===== config.mk =====
export PLATFORM = sky130hd
export DESIGN_NAME = keypad_scanner
export DESIGN_NICKNAME = d
export VERILOG_FILES = /design/src/rtl/keypad_pkg.sv /design/src/rtl/keypad_sync.sv /design/src/rtl/keypad_scanner.sv
export SDC_FILE = /design/constraint.sdc
export NUM_CORES = 1
export LEC_CHECK = 0
export CORE_AREA = 8 8 82 84
export CTS_CLUSTER_SIZE = 28
export DETAILED_ROUTE_END_ITERATION = 8
export DIE_AREA = 0 0 90 92
export PLACE_DENSITY = 0.73
export SETUP_SLACK_MARGIN = 0.5
export SKIP_LAST_GASP = 1
export SLEW_MARGIN = 20
export SYNTH_ARGS = -nofsm -noshare
export SYNTH_HDL_FRONTEND = slang
export SYNTH_SLANG_ARGS = --single-unit

===== constraint.sdc =====
create_clock -name clk -period 3.6 [get_ports clk]
set_input_delay 0.72 -clock clk [delete_from_list [all_inputs] [get_ports clk]]
set_output_delay 0.72 -clock clk [all_outputs]
set_load 0.02 [all_outputs]

===== src/rtl/keypad_pkg.sv =====
// Shared types for the 4x4 keypad scanner: FSM states, key-code table and key classes.
package keypad_pkg;

  typedef enum logic [2:0] {
    SCAN,
    DEBOUNCE,
    EMIT,
    HOLD,
    RELEASE
  } state_t;

  typedef enum logic [1:0] {
    NONE,
    DIGIT,
    ENTER,
    CLEAR
  } key_class_t;

  // Codes 0-9 are the digits; A-D are 10-13, '*' is 14 and '#' is 15.
  localparam logic [3:0] KEY_CODE [4][4] = '{
    '{4'd1,  4'd2, 4'd3,  4'd10},
    '{4'd4,  4'd5, 4'd6,  4'd11},
    '{4'd7,  4'd8, 4'd9,  4'd12},
    '{4'd14, 4'd0, 4'd15, 4'd13}
  };

  function automatic key_class_t key_class(input logic [3:0] code);
    key_class_t cls;
    if (code <= 4'd9)       cls = DIGIT;
    else if (code == 4'd15) cls = ENTER;
    else if (code == 4'd14) cls = CLEAR;
    else                    cls = NONE;
    return cls;
  endfunction

  function automatic logic [1:0] low_row_idx(input logic [3:0] low);
    logic [1:0] idx;
    case (low)
      4'b0010: idx = 2'd1;
      4'b0100: idx = 2'd2;
      4'b1000: idx = 2'd3;
      default: idx = 2'd0;
    endcase
    return idx;
  endfunction

endpackage


===== src/rtl/keypad_sync.sv =====
// Two-flop synchronizer for the asynchronous, active-low keypad rows.
module keypad_sync (
  input  logic       clk,
  input  logic       reset,
  input  logic [3:0] i_async,
  output logic [3:0] o_sync
);

  logic [3:0] r_meta;
  logic [3:0] r_sync;

  always_ff @(posedge clk) begin
    if (reset) begin
      r_meta <= 4'b1111;
      r_sync <= 4'b1111;
    end else begin
      r_meta <= i_async;
      r_sync <= r_meta;
    end
  end

  assign o_sync = r_sync;

endmodule


===== src/rtl/keypad_scanner.sv =====
// 4x4 matrix keypad scanner: column scan, press/release debounce and one pulse per key.
module keypad_scanner
  import keypad_pkg::*;
#(
  parameter int SCAN_DIV     = 1000,
  parameter int DEBOUNCE_CNT = 20000
) (
  input  logic       clk,
  input  logic       reset,
  input  logic [3:0] row_in,
  output logic [3:0] col_out,
  output logic [3:0] digit,
  output logic       digit_valid,
  output logic       equals,
  output logic       clear
);

  localparam int DIV_W = (SCAN_DIV > 1) ? $clog2(SCAN_DIV) : 1;
  localparam int CNT_W = (DEBOUNCE_CNT > 1) ? $clog2(DEBOUNCE_CNT) : 1;
  localparam logic [DIV_W-1:0] DIV_LAST = DIV_W'(SCAN_DIV - 1);
  localparam logic [CNT_W-1:0] CNT_LAST = CNT_W'(DEBOUNCE_CNT - 1);

  state_t           r_state;
  logic [1:0]       r_col;
  logic [DIV_W-1:0] r_div;
  logic [CNT_W-1:0] r_cnt;
  logic [3:0]       r_row_pat;
  logic [3:0]       r_key;
  logic [3:0]       r_digit;
  logic             r_digit_valid;
  logic             r_equals;
  logic             r_clear;

  logic [3:0] w_rows;
  logic [3:0] w_low;
  logic       w_any_low;
  logic       w_one_low;

  keypad_sync u_sync (
    .clk     (clk),
    .reset   (reset),
    .i_async (row_in),
    .o_sync  (w_rows)
  );

  assign w_low     = ~w_rows;
  assign w_any_low = |w_low;
  assign w_one_low = w_any_low && ((w_low & (w_low - 4'd1)) == 4'd0);

  always_ff @(posedge clk) begin
    if (reset) begin
      r_state       <= SCAN;
      r_col         <= 2'd0;
      r_div         <= '0;
      r_cnt         <= '0;
      r_digit       <= 4'd0;
      r_digit_valid <= 1'b0;
      r_equals      <= 1'b0;
      r_clear       <= 1'b0;
    end else begin
      r_digit_valid <= 1'b0;
      r_equals      <= 1'b0;
      r_clear       <= 1'b0;
      case (r_state)
        SCAN: begin
          if (r_div == DIV_LAST) begin
            r_div <= '0;
            if (!w_any_low) begin
              r_col <= r_col + 2'd1;
            end else if (w_one_low) begin
              r_row_pat <= w_rows;
              r_key     <= KEY_CODE[low_row_idx(w_low)][r_col];
              r_cnt     <= '0;
              r_state   <= DEBOUNCE;
            end else begin
              // Multiple rows low is ambiguous (ghosting); wait it out silently.
              r_state <= HOLD;
            end
          end else begin
            r_div <= r_div + 1'b1;
          end
        end
        DEBOUNCE: begin
          if (w_rows == r_row_pat) begin
            if (r_cnt == CNT_LAST) begin
              r_cnt   <= '0;
              r_state <= EMIT;
            end else begin
              r_cnt <= r_cnt + 1'b1;
            end
          end else begin
            r_col   <= r_col + 2'd1;
            r_div   <= '0;
            r_state <= SCAN;
          end
        end
        EMIT: begin
          case (key_class(r_key))
            DIGIT: begin
              r_digit       <= r_key;
              r_digit_valid <= 1'b1;
            end
            ENTER:   r_equals <= 1'b1;
            CLEAR:   r_clear  <= 1'b1;
            default: ;
          endcase
          r_state <= HOLD;
        end
        HOLD: begin
          if (w_rows == 4'hF) begin
            r_cnt   <= '0;
            r_state <= RELEASE;
          end
        end
        RELEASE: begin
          if (w_rows == 4'hF) begin
            if (r_cnt == CNT_LAST) begin
              r_cnt   <= '0;
              r_col   <= r_col + 2'd1;
              r_div   <= '0;
              r_state <= SCAN;
            end else begin
              r_cnt <= r_cnt + 1'b1;
            end
          end else begin
            r_state <= HOLD;
          end
        end
        default: r_state <= SCAN;
      endcase
    end
  end

  assign col_out     = ~(4'b0001 << r_col);
  assign digit       = r_digit;
  assign digit_valid = r_digit_valid;
  assign equals      = r_equals;
  assign clear       = r_clear;

endmodule


### Word-level counts from Yosys, hierarchy flattened

Index checks and enable logic that the tools add are counted.

| word-level totals | value |
|---|---|
| register bits after elaboration | 53 |
| input bits | 6 |
| output and inout port bits | 11 |
| word-level logic and storage cells | 115 |

| cells by class | value |
|---|---|
| add/subtract/negate cells | 4 |
| magnitude comparators | 3 |
| equal/unequal tests | 27 |
| shift operators | 1 |
| mux-type cells | 48 |
| bitwise logic cells | 7 |
| reduce and logical (&&, ||, !) cells | 13 |

Operators by type and width:

| cell | number |
|---|---|
| 2-to-1 mux 15 bit | 7 |
| one-hot mux 15 bit (4 select lines) | 1 |
| 2-to-1 mux 10 bit | 4 |
| binary-select mux 16 bit (select 2 bit) | 1 |
| 2-to-1 mux 16 bit | 2 |
| 2-to-1 mux 2 bit | 16 |
| one-hot mux 10 bit (3 select lines) | 1 |
| 2-to-1 mux 3 bit | 7 |
| inequality test 2 bit, second input constant | 9 |
| == test 4 bit, second input constant | 4 |
| adder 15 x 1 -> 15 bit, second input constant | 1 |
| == test 15 bit, second input constant | 1 |
| one-hot mux 3 bit (5 select lines) | 1 |
| one-hot mux 2 bit (3 select lines) | 2 |
| adder 10 x 1 -> 10 bit, second input constant | 1 |
| == test 10 bit, second input constant | 1 |
| AND reduction 5 bit | 2 |
| binary-select mux 4 bit (select 2 bit) | 1 |
| 2-to-1 mux 4 bit | 2 |
| inverter 4 bit | 2 |
| AND reduction 7 bit | 1 |
| == test 3 x 2 -> 1 bit, second input constant | 2 |
| greater-or-equal comparator 3 bit, second input constant | 2 |
| inequality test 3 bit, second input constant | 2 |
| other kinds (25) | 30 |

### Logic depth before layout (Yosys ltp)

| logic depth | value |
|---|---|
| word-level depth | 17 |
| depth in mapped cells | 7 |
| depth with buffers taken out | 6 |

### By module

Synthesis repeated with hierarchy kept, for this count alone.

| unflattened totals | value |
|---|---|
| cells, all modules | 328 |
| area, all modules | 2806.4 sq um |

By module, submodules not included:

| module | instances | cells an instance | area an instance (sq um) | seq. area each (sq um) |
|---|---|---|---|---|
| keypad_scanner | 1 | 312 | 2596.2 | 980.9 |
| keypad_sync | 1 | 16 | 210.2 | 160.2 |

### Worst setup path before layout

Ideal clock, no wire load.

| timing | value |
|---|---|
| path type | input to register |
| start | in reset |
| end | reg r_key[0], enable pin |
| setup time | 0.395 ns |
| arrival time | 2.005 ns |
| required time | 3.205 ns |
| slack | 1.200 ns |
| stages on the path | 3 |
| path buffers | 2 |
| cells stage by stage | clkbuf_1 -> clkbuf_1 -> nor4_1 |

| on the way | value |
|---|---|
| cells in the longest elaborated chain, start to end | 2 |

Ends and longest elaborated chain:

| what | line | source |
|---|---|---|
| start: declaration | keypad_scanner.sv:9 | `input logic reset,` |
| inverter 1 bit (no line) | - |  |
| AND reduction 5 bit (no line) | - |  |
| end signal: assignment | keypad_scanner.sv:72 | `r_key <= KEY_CODE[low_row_idx(w_low)][r_col];` |
| end: declaration | keypad_scanner.sv:28 | `logic [3:0] r_key;` |

Every way passes these cells.
A chain may end at the register's enable or synchronous reset.

### Worst setup path after layout

| timing | value |
|---|---|
| start | reg r_col[0] |
| end | out col_out[0] |

| on the way | value |
|---|---|
| cells in the longest elaborated chain, start to end | 2 |

Ends and longest elaborated chain:

| what | line | source |
|---|---|---|
| start: declaration | keypad_scanner.sv:24 | `logic [1:0] r_col;` |
| start signal: assignment | keypad_scanner.sv:69 | `r_col <= r_col + 2'd1;` |
| start signal: assignment | keypad_scanner.sv:92 | `r_col <= r_col + 2'd1;` |
| start signal: assignment | keypad_scanner.sv:119 | `r_col <= r_col + 2'd1;` |
| << shifter 1 x 2 -> 4 bit | keypad_scanner.sv:134 | `assign col_out = ~(4'b0001 << r_col);` |
| inverter 4 bit | keypad_scanner.sv:134 |  |
| end: declaration | keypad_scanner.sv:11 | `output logic [3:0] col_out,` |

Every way passes these cells.

==> out/results.txt <==
Most frequent cells in the layout - dfxtp_1, nand2_1, nand3_1, o21ai_0
Port buffer count - 16
ANT nets after route - 0
Min Clock Period, post-route - 2.658 ns
Critical Path Sink Type - output port
YS warnings - 0
GP Congestion - 0.8643
Synth Flop Type - dfxtp_1
Final Max Tran Viols - 0
CP startpoint kind - register
Critical path required time - 2.88 ns
Drt drc - 0
Post-CTS resize count - 0
Detailed Place HPWL - 4566 um
I/O pin count - 17
Endpoints failing hold - 0
Clk sinks - 53
Reg2Reg Launch Point - u_sync.o_sync[1]
Post-Syn Area - 2899 um^2
Slew @ Worst Pin - 0.8031 ns
Fin Clk Skew - 0.009157 ns
Total global routing track utilization - 15.52%
Routed vias - 2527
Slew headroom - 46.10%
Layout cells sized above 1 - 8.596%
Row cnt - 27
Most common cell after layout, fill and taps aside - dfxtp_1
Peak VDD IR - 257.9 uV
Post-synthesis net count - 352
Design area - 3182 um^2
Final non-filler cell total - 421
First-pass GRT wire length - 10840 um
Crit path from - r_col[0]
Area Overhead vs Synth - 9.754%
Syn Inst Count - 340
Initial Util - 53.63%
Endpoints failing setup - 0
Dpl cells - 413
Largest net degree at the start of global routing - 33
Htree depth - 2
Crit Path Max Fanout - 11
Sequential area share after synthesis - 39.36%
Die height - 92 um
Most frequent CP cell - inv_1
Fillers - 517
Crit path cell chain - inv_1 -> ha_1 -> inv_1 -> clkdlybuf4s50_1
Post-route clock period utilization - 73.84%
Min-delay src - u_sync.r_meta[1]
Final net count - 360
Vias in the first global route - 2290
Die span in x - 90 um
Worst skew pair latency - 0.31 ns
Setup TNS - 0 ns
Initial antenna violation count - 0
Total wire length - 6270 um
Post-synth EDFFs - 8
Yosys cell types - 56
Async set or reset register ratio after synthesis - 0%
Slowest CP cell - clkdlybuf4s50_1
P_leak - 1.070 nW
Final Core Density - 58.87%
CTS Root Cell - clkbuf_8
Crit path DAT - 1.94 ns
Clock-pin slew on the worst setup and hold paths - 0.10 ns
Drt pass-1 iters - 4
Max-cap violations - 0
Status - complete, no violations
HP Class - reg2reg
CP peak stage delay - 0.60 ns
Register bit total from synthesis - 53
Die ar. - 8280 um^2
Routed vias/inst - 6.002
Clock buffer depth - 2
TritonCTS Buffers - 5
Initial DRC count - 117
Max Fclk - 376.2 MHz
P per Cell Area - 318.6 nW/um^2
Avg Inst Size Synth - 8.527 um^2
Critical path class - reg2out
Total global routing overflow - 0
# Post-CTS Setup Buffers - 0
WL/cell - 14.89 um
Total Power - 0.001014 W
CTS tree - built
RSZ-0062 raised after global routing - no
Post-Place Cell Area - 3090 um^2
Core region area - 5405 um^2
Antenna cells - 0
CTS Hold Bufs - 0
-- kinds of logic (layout without fill, tap and decap cells) --
group / count (synthesis) / after routing / synth area share [%]
simple gates: 148 / 148 / 28.74
mux: 6 / 6 / 2.115
buf+inv: 37 / 46 / 5.395
xor+xnor: 6 / 6 / 1.813
flops: 53 / 53 / 39.36
fa+ha+maj: 6 / 6 / 2.589
compound gates: 84 / 84 / 19.98
-- cells in the mapped netlist, drive strengths merged, types with 2 or more instances --
master / number / area [um^2]
dfxtp: 45 / 900.9
nand2: 29 / 108.9
nand3: 23 / 115.1
nor2: 20 / 80.07
o21ai: 19 / 95.09
a21oi: 18 / 90.09
inv: 17 / 63.81
nand2b: 12 / 75.07
clkbuf: 11 / 41.29
nor3: 11 / 55.05
or2: 10 / 62.56
a311oi: 9 / 78.83
buf: 8 / 47.54
edfxtp: 8 / 240.2
and2: 6 / 37.54
and3: 6 / 37.54
ha: 6 / 75.07
nand4: 6 / 52.55
mux2i: 5 / 50.05
o211ai: 5 / 37.54
xnor2: 5 / 43.79
a211oi: 4 / 30.03
and4: 4 / 35.03
nor2b: 4 / 25.02
nor4: 4 / 40.04
o22ai: 4 / 25.02
a2111oi: 3 / 26.28
a41oi: 3 / 26.28
nor3b: 3 / 27.52
o41ai: 3 / 26.28
or4b: 3 / 30.03
a31oi: 2 / 12.51
nand3b: 2 / 15.01
o21a: 2 / 15.01
o221ai: 2 / 17.52
o31ai: 2 / 20.02
or3: 2 / 12.51
or4: 2 / 15.01
-- worst max-delay path, delay by kind of cell, from the launching register on --
family                     cells  cell delay, ns
adders and majority gates      1            0.24
DFF                            1            0.55
buffers and inverters          3            0.84
-- flip-flops by register name, indices dropped and copies added, names as in the netlist --
register / count
digit: 4
u_sync.r_meta: 4
clear: 1
r_div: 10
r_key: 4
r_state: 3
u_sync.o_sync: 4
r_row_pat: 4
digit_valid: 1
equals: 1
r_col: 2
r_cnt: 15
-- power by group --
group          switching (W)  leakage (nW)  internal, W
Combinational      0.0000307         0.597    0.0000240
Sequential        0.00000992         0.436     0.000607
Clock               0.000205        0.0364     0.000137
-- metal layers --
metal | vias up | part of all wire (%) | global-route usage (%)
li1 | 1271 | - | -
met1 | 1195 | 48 | 20.30
met2 | 55 | 47 | 25.64
met3 | 6 | 4.1 | 2.526
met4 | 0 | 0.94 | 4.716
met5 | - | 0 | 0
-- area by class of cell --
class | instances | area, um^2 | share of cell area, %
tap | 72 | 90.09 | 2.831
clock buffer | 5 | 68.82 | 2.163
inverter | 18 | 67.56 | 2.123
clock inverter | 3 | 22.52 | 0.7078
sequential | 53 | 1141 | 35.86
multi-input combinational | 250 | 1602 | 50.33
timing repair buffer | 20 | 190.2 | 5.977
-- final timing paths --
| kind | end | slack [ns] | depth (start not counted) |
|---|---|---|---|
| worst max-delay path | col_out[0] | 0.94 | 4 |
| worst min-delay path | u_sync.o_sync[1] | 0.42 | 1 |
| worst max register to register | r_cnt[11] | 1.14 | 5 |
| worst min register to register | u_sync.o_sync[1] | 0.42 | 1 |
-- stage by stage --
stage / hold WS (ns) / worst slack (ns)
after floorplan: 0.3895 / 1.200
after global placement: 0.3961 / 1.211
after detailed placement: 0.3980 / 1.172
after CTS: 0.4237 / 0.9330
after global routing: 0.4422 / 0.8085
final: 0.4205 / 0.9418
Power figures use the tool's default switching activity.
